--- config.mk ---
export PLATFORM = sky130hd
export DESIGN_NAME = reg_file_master
export DESIGN_NICKNAME = d
export VERILOG_FILES = /design/src/rtl/reg_file_master.sv
export SDC_FILE = /design/constraint.sdc
export NUM_CORES = 1
export LEC_CHECK = 0
export ABC_AREA = 1
export ABC_CLOCK_PERIOD_IN_PS = 1850
export CAP_MARGIN = 40
export CORE_AREA = 5 5 88 49
export DETAILED_ROUTE_END_ITERATION = 10
export DIE_AREA = 0 0 93 54
export GPL_TIMING_DRIVEN = 0
export PLACE_DENSITY = 0.77
export SLEW_MARGIN = 20
export SYNTH_ARGS = -nofsm -noshare
export SYNTH_HDL_FRONTEND = slang
export SYNTH_SLANG_ARGS = --single-unit
--- constraint.sdc ---
create_clock -name clk -period 1.85 [get_ports clk]
set_input_delay 0.2775 -clock clk [delete_from_list [all_inputs] [get_ports clk]]
set_output_delay 0.2775 -clock clk [all_outputs]
set_load 0.02 [all_outputs]
--- src/rtl/reg_file_master.sv ---
// reg_file_master: command FSM driving an external register file (WRITE / READ / FILL / NOP).
// Optional readback check after WRITE is compiled in with macro RF_VERIFY_EN.
`default_nettype none

module reg_file_master #(
   parameter int word_size  = 8,
   parameter int index_size = 4
) (
   input  logic                  clk,
   input  logic                  rst,
   input  logic                  start,
   input  logic [1:0]            op,
   input  logic [index_size-1:0] addr,
   input  logic [index_size-1:0] len,
   input  logic [word_size-1:0]  wdata,
   input  logic [word_size-1:0]  rf_data,
   output logic                  loadReg,
   output logic [index_size-1:0] regAdd,
   output logic [word_size-1:0]  data_in,
   output logic [word_size-1:0]  rdata,
   output logic                  busy,
   output logic                  done,
   output logic                  err
);

   localparam logic [2:0] c_IDLE   = 3'd0;
   localparam logic [2:0] c_WRITE  = 3'd1;
   localparam logic [2:0] c_READ   = 3'd2;
   localparam logic [2:0] c_FILL   = 3'd3;
   localparam logic [2:0] c_DONE   = 3'd5;
`ifdef RF_VERIFY_EN
   localparam logic [2:0] c_VERIFY = 3'd4;
`endif

   localparam logic [1:0] c_OP_WRITE = 2'b00;
   localparam logic [1:0] c_OP_READ  = 2'b01;
   localparam logic [1:0] c_OP_FILL  = 2'b10;

   logic [2:0]            r_state;
   logic [2:0]            w_next;
   logic [1:0]            r_op;
   logic [index_size-1:0] r_addr;
   logic [index_size-1:0] r_len;
   logic [index_size-1:0] r_cnt;
   logic [word_size-1:0]  r_wdata;
   logic [word_size-1:0]  r_rdata;
   logic                  w_load;

   always_ff @(posedge clk) begin
      if (rst) r_state <= c_IDLE;
      else     r_state <= w_next;
   end

   always_comb begin
      w_next = r_state;
      case (r_state)
         c_IDLE: begin
            if (start) begin
               case (op)
                  c_OP_WRITE: w_next = c_WRITE;
                  c_OP_READ:  w_next = c_READ;
                  c_OP_FILL:  w_next = c_FILL;
                  default:    w_next = c_DONE;
               endcase
            end
         end
`ifdef RF_VERIFY_EN
         c_WRITE:  w_next = c_VERIFY;
         c_VERIFY: w_next = c_DONE;
`else
         c_WRITE:  w_next = c_DONE;
`endif
         c_READ:   w_next = c_DONE;
         c_FILL:   w_next = (r_cnt == r_len) ? c_DONE : c_FILL;
         default:  w_next = c_IDLE;
      endcase
   end

   always_comb begin
      w_load  = 1'b0;
      regAdd  = r_addr;
      data_in = '0;
      busy    = 1'b0;
      done    = 1'b0;
      case (r_state)
         c_IDLE: ;
         c_DONE: done = 1'b1;
         c_WRITE: begin
            w_load  = 1'b1;
            data_in = r_wdata;
            busy    = 1'b1;
         end
         c_FILL: begin
            w_load  = 1'b1;
            regAdd  = r_addr + r_cnt;
            data_in = r_wdata;
            busy    = 1'b1;
         end
         default: busy = 1'b1;
      endcase
   end

   // Reset gates the write strobe so the reset edge never commits a write.
   assign loadReg = w_load & ~rst;
   assign rdata   = r_rdata;

   always_ff @(posedge clk) begin
      if (rst) begin
         r_op    <= '0;
         r_addr  <= '0;
         r_len   <= '0;
         r_wdata <= '0;
         r_cnt   <= '0;
         r_rdata <= '0;
      end else begin
         if (r_state == c_IDLE && start) begin
            r_op    <= op;
            r_addr  <= addr;
            r_len   <= len;
            r_wdata <= wdata;
            r_cnt   <= '0;
         end else if (r_state == c_FILL) begin
            r_cnt <= r_cnt + 1'b1;
         end
         if (r_state == c_READ) r_rdata <= rf_data;
      end
   end

`ifdef RF_VERIFY_EN
   logic r_err;
   always_ff @(posedge clk) begin
      if (rst)                                          r_err <= 1'b0;
      else if (r_state == c_VERIFY && rf_data != r_wdata) r_err <= 1'b1;
   end
   assign err = r_err;
`else
   assign err = 1'b0;
`endif

   // Latched opcode is kept for observability of the accepted command.
   logic w_unused;
   assign w_unused = ^r_op;

endmodule

`default_nettype wire
==> impl_metrics.csv, run 1 <==
group,metric,value,unit
critical_path,path_max_fanout,2,
floorplan,fp.dieH,54,um
timing,fmax,539.3,MHz
floorplan,core_region_area,0.003603,sq mm
critical_path,arrival,1580,ps
global_route,grt_use_met3,5.307,%
power_and_ir_drop,leakagePower,0.9234,nW
global_route,grt_max_degree,11,
global_route,grt-busiest-layer,"met1",
placed_design,dp_hpwl,3.149,mm
clock_tree,insertion_delay,280,ps
critical_path,r2r_start,"r_state[0]",
synthesis,synth_ff_type,"dfxtp_1",
synthesis,synth-seq-cells,31,
floorplan,io_pins,53,
timing,layout_min_cycle_time,1854,ps
global_route,track_usage,16.85,%
routing,vias,1485,
clock_tree,cts_tree,"built",
floorplan,die_w,93,um
clock_tree,cts.sinks,31,
status,violations,"negative setup slack",
power_and_ir_drop,power_density,830.7,mW/mm^2
synthesis,yosys-top-cells-count,"nand2_1, dfxtp_1, nor2_1, inv_1, o21ai_0",
routing,wl,4.153,mm
min_path,holdPathEnd,"r_wdata[5]",
synthesis,syn-num-nets,239,
critical_path,reg2reg_to,"r_len[3]",
global_route,grt_overflow,0,
placed_design,gp_congestion,0.7842,
global_route,use_met2,23.24,%
synthesis,seq_area_frac_synth,42.47,%
global_route,grt_first_pass_wirelength,6.368,mm
final_layout,fill_cells,347,
clock_tree,cts_buffers,5,
synthesis,yosysUniqueCellTypes,22,
critical_path,cp.required,1570,ps
floorplan,dieArea,0.005022,sq mm
synthesis,netlist_instances,203,
routing,ant_nets,0,
synthesis,syn-cell-area,0.001461,sq mm
routing,drc,0,
min_path,min_from,"r_wdata[5]",
synthesis,yosysTopAreaCellShare,42.47,%
status,status,"finished with violations",
clock_tree,htreeDepth,2,
synthesis,synthArstFlopShare,0,%
placed_design,io_buffer_count,51,
clock_tree,cts.path.max_buffers,2,
routing,drtIter0Drc,91,
clock_tree,cts_hold_buf,0,
critical_path,worstSetupPathType,"reg -> out",
floorplan,rows,16,
critical_path,critPathCaptureType,"primary output",
synthesis,yosysMostFrequentCell,"nand2_1",
timing,fin_ws,-4.179,ps
routing,vias_per_cell,4.744,
synthesis,yosys_warnings,0,
final_layout,antennaDiodeCount,0,
final_layout,final_nets,303,
global_route,antenna_found_initial,0,
min_path,whs_path_depth,2,
floorplan,floorplan.initialDensity,40.56,%
synthesis,synthTopCellsByArea,"dfxtp_1, o21ai_0, nand2_1",
global_route,gr-usage-met1,23.68,%
synthesis,yosys.area.top_type,"dfxtp_1",
synthesis,synth.avg_cell_area,7.199,sq um
synthesis,synth_edf_count,0,
clock_tree,cts-root-buf,"clkbuf_8",
routing,avgRoutedWirePerCell,13.27,um
final_layout,layout-drive-gt1-share,15.30,%
timing,skew,3.221,ps
routing,first_pass_iters,4,
critical_path,cp-start-kind,"register",
critical_path,r2r_setup_slack,470,ps
timing,drv_slew,0,
critical_path,reg2reg_depth,7,
power_and_ir_drop,irDropWorstVdd,0.0004568,V
timing,setup_viol,1,
timing,whs,452.7,ps
timing,finalCritPeriodShare,100.2,%
run,maxCapViolCount,0,
timing,rsz0062_at_grt,"true",
final_layout,syn2layout_area_growth,50.68,%
clock_tree,path_clk_slew,60,ps
min_path,worstHoldPathType,"reg -> reg",
timing,hold_viol_final,0,
global_route,grt_pass1_vias,1349,
placed_design,pre_cts_slack,-429.1,ps
layout make-up:
cell class	instances	area [sq um]	area share, %
Buffer	6	32.53	1.477
Clock buffer	8	100.1	4.545
Inverter	28	105.1	4.773
Multi-Input combinational cell	138	742.0	33.69
Sequential cell	31	634.4	28.81
Tap cell	45	56.30	2.557
Timing Repair Buffer	57	531.8	24.15
registers in the layout (all words and copies together) (netlist names):
| name | count |
|---|---|
| r_wdata | 8 |
| rdata | 8 |
| r_addr | 4 |
| r_cnt | 4 |
| r_len | 4 |
| r_state | 3 |
metal layers:
| metal | up-vias | wire [um] |
|---|---|---|
| met4 | 0 | 56 |
| met3 | 5 | 316 |
| met2 | 44 | 1777 |
| met1 | 662 | 2003 |
| met5 | - | 0 |
| li1 | 774 | - |
worst max-delay path, cell delays in order (launching register included):
cell and delay (ps):
dfxtp_4 370, ha_4 140, inv_2 30, fa_2 320, xor2_1 140, o21ai_1 130
buf_4 160
repair_timing:
action                     in CTS  in global routing
resized for setup              35                 16
pin swaps                       0                  4
setup endpoints to repair      15                  8
buffers inserted                0                  6
placed cells by master (no fill, tap or decap), types with 4 or more instances in the layout:
| cell | instances |
|---|---|
| dfxtp_1 | 24 |
| clkdlybuf4s50_1 | 36 |
| dfxtp_2 | 5 |
| nor2_1 | 29 |
| nand3_1 | 8 |
| o21ai_0 | 24 |
| clkbuf_8 | 7 |
| dlygate4sd2_1 | 10 |
| inv_1 | 25 |
| buf_4 | 9 |
| ha_1 | 4 |
| a21oi_1 | 22 |
| nand2_1 | 33 |
worst max-delay path by stage:
stage	startpoint	endpoint	slack, ps	cells past startpoint
2_1_floorplan	r_cnt[0]	regAdd[1]	50	4
3_3_place_gp	r_cnt[0]	regAdd[2]	-380	6
3_5_place_dp	r_cnt[0]	regAdd[2]	-430	6
4_1_cts	r_cnt[0]	regAdd[2]	-150	6
5_1_grt	r_cnt[0]	regAdd[2]	-90	6
6_report	r_cnt[0]	regAdd[2]	-4	6
logic make-up (layout without fill, tap and decap cells):
group | Yosys count | count (layout) | synth area share [%]
AND/OR/NAND/NOR | 76 | 76 | 21.66
flip-flops | 31 | 31 | 42.47
AO/OA/AOI/OAI | 51 | 51 | 17.89
adder cells (fa/ha/maj) | 7 | 7 | 6.507
buffers and inverters | 34 | 99 | 9.417
other | 1 | 1 | 0.2566
XOR/XNOR | 3 | 3 | 1.798
power breakdown:
part / leakage [nW] / switching (mW) / internal, mW
clock: 0.0515 / 0.247 / 0.339
combinational: 0.614 / 0.264 / 0.203
sequential: 0.258 / 0.0400 / 0.736
per-stage QoR:
stage / util, % / instances / total power [mW] / TNS (ps) / area [sq um]
after floorplan: - / 203 / 1.048 / 0 / 1461
after global placement: 56.28 / 299 / 1.244 / -879.8 / 2028
after CTS: 59.03 / 307 / 1.826 / -278.5 / 2127
final: 61.11 / 313 / 1.829 / -4.179 / 2202
after global routing: 61.11 / 313 / 1.935 / -116.0 / 2202
after detailed placement: 56.28 / 299 / 1.257 / -987.8 / 2028
(Power assumes the default switching activity.)
==> run 2: changes to the inputs <==
--- a/config.mk
+++ b/config.mk
@@ -10,7 +10,7 @@
 export CAP_MARGIN = 40
-export CORE_AREA = 5 5 88 49
+export CORE_AREA = 5 5 91 51
 export DETAILED_ROUTE_END_ITERATION = 10
-export DIE_AREA = 0 0 93 54
+export DIE_AREA = 0 0 96 56
 export GPL_TIMING_DRIVEN = 0
-export PLACE_DENSITY = 0.77
+export PLACE_DENSITY = 0.69
 export SLEW_MARGIN = 20
--- a/constraint.sdc
+++ b/constraint.sdc
@@ -3,2 +3,2 @@
 set_output_delay 0.2775 -clock clk [all_outputs]
-set_load 0.02 [all_outputs]
+set_load 0.1 [all_outputs]
==> impl_metrics.csv, run 2 (synthesized netlist as in run 1, its figures left out) <==
group,metric,value,unit
power_and_ir_drop,swShare,36.98,%
floorplan,die_w,96,um
final_layout,fin_cells,336,
power_and_ir_drop,power_density,903.8,mW/mm^2
clock_tree,htreeDepth,2,
clock_tree,cts.sinks,31,
final_layout,layout-drive-gt1-share,26.24,%
timing,rsz0062_at_grt,"true",
global_route,grt_first_pass_wirelength,7.748,mm
final_layout,final_nets,317,
final_layout,syn2layout_area_growth,83.13,%
placed_design,gp_congestion,0.8509,
critical_path,r2r_setup_slack,310,ps
clock_tree,path_clk_slew,70,ps
run,maxCapViolCount,0,
routing,vias_per_cell,4.711,
floorplan,io_pins,53,
placed_design,io_buffer_count,51,
timing,hold_viol_final,0,
critical_path,arrival,1670,ps
final_layout,fill_cells,287,
clock_tree,cts.path.max_buffers,2,
final_layout,final_cell_mix,"clkdlybuf4s50_1, nand2_1, nor2_1",
timing,setup_viol,2,
timing,whs,457.5,ps
clock_tree,cts_buffers,5,
floorplan,fp.dieH,56,um
power_and_ir_drop,leakagePower,1.093,nW
routing,drtIter0Drc,93,
global_route,grt_pass1_vias,1528,
critical_path,worstSetupPathType,"reg -> out",
final_layout,final_common_cell,"clkdlybuf4s50_1",
timing,skew,6.295,ps
final_layout,final_util,71.88,%
global_route,track_usage,18.92,%
critical_path,critPathCaptureType,"primary output",
floorplan,floorplan.initialDensity,39.25,%
routing,vias,1583,
placed_design,post-place-cells,331,
global_route,grt_overflow,0,
routing,avgRoutedWirePerCell,14.25,um
floorplan,rows,16,
power_and_ir_drop,irDropWorstVdd,0.0005279,V
routing,wl,4.789,mm
timing,fmax,512.8,MHz
routing,ant_nets,0,
floorplan,core_region_area,0.003724,sq mm
clock_tree,cts_hold_buf,0,
global_route,antenna_found_initial,0,
placed_design,placed_area,0.002492,sq mm
timing,drv_slew,0,
power_and_ir_drop,intPower,1.524,mW
timing,finalCritPeriodShare,105.4,%
clock_tree,cts_tree,"built",
clock_tree,cts-root-buf,"clkbuf_8",
power_and_ir_drop,p_clk_share,28.7,%
placed_design,dp_hpwl,3.478,mm
clock_tree,insertion_delay,280,ps
power_and_ir_drop,p_switching,0.8945,mW
routing,first_pass_iters,4,
placed_design,pre_cts_slack,-371.8,ps
routing,drc,0,
timing,fin_ws,-100.3,ps
status,violations,"negative setup slack",
critical_path,cp-start-kind,"register",
timing,layout_min_cycle_time,1950,ps
global_route,grt_max_degree,11,
power_and_ir_drop,combPwrFrac,39.1,%
final_layout,antennaDiodeCount,0,
floorplan,dieArea,0.005376,sq mm
final_layout,final_design_area_no_fill,0.002676,sq mm
critical_path,cp.required,1570,ps
min_path,worstHoldPathType,"reg -> reg",
power_and_ir_drop,p_seq_share,32.2,%
critical_path,path_max_fanout,3,
status,status,"finished with violations",
==> run 2: power groups by stage <==
stage	Clock [mW]	Sequential [mW]	Combinational [mW]
floorplan	0	0.889	0.451
global placement	0	0.786	0.760
detailed placement	0	0.788	0.920
CTS	0.692	0.777	0.937
global route	0.745	0.787	0.995
finish	0.694	0.780	0.946
==> run 2: final cells by class <==
class                           count  area, sq um  share of cell area [%]
Clock buffer                        6        82.58                   3.086
Buffer                              6        32.53                   1.216
Clock inverter                      2        35.03                   1.309
Multi-Input combinational cell    138        810.8                   30.29
Tap cell                           54        67.56                   2.525
Inverter                           28        107.6                   4.021
Timing Repair Buffer               71        904.6                   33.80
Sequential cell                    31        635.6                   23.75
==> run 2: timing repair <==
action                                  CTS  global route
resized for setup                        33             4
buffers inserted                          6             1
pin swaps                                 6             4
endpoints found under the setup margin   15             3
==> run 2: routing by layer <==
layer	vias up	GRT usage (%)	wire length [um]	part of all wire (%)
met5	-	0	0	0
met4	0	2.632	16	0.33
met3	2	5.541	375	7.8
met2	47	27.87	2113	44
met1	729	27.61	2284	48
li1	805	-	-	-
==> run 2: worst paths after layout <==
check        depth (start not counted)          to  startpoint
min reg2reg                          2  r_wdata[1]  r_wdata[1]
max reg2reg                          8   r_addr[0]  r_state[0]
min                                  2  r_wdata[1]  r_wdata[1]
max                                  5   regAdd[2]   r_addr[1]
==> run 2: worst max-delay path, cell delays in order, from the launching register on <==
cell and delay (ps):
dfxtp_1 370, inv_1 90, fa_2 400, xor2_2 170
o21ai_4 170, buf_12 190
==> run 2: per-stage QoR <==
step                setup TNS (ps)  total power, mW
finish                      -145.5            2.419
global route                -350.0            2.527
CTS                         -206.2            2.406
detailed placement           -2506            1.708
global placement             -8636            1.546
floorplan                    -3932            1.340
==> run 3: changes to the inputs <==
HOLD_SLACK_MARGIN = 0.02   (was unset)
==> results of run 3 <==
Same layout as run 2: the final DEF is identical, and so are final timing and power.
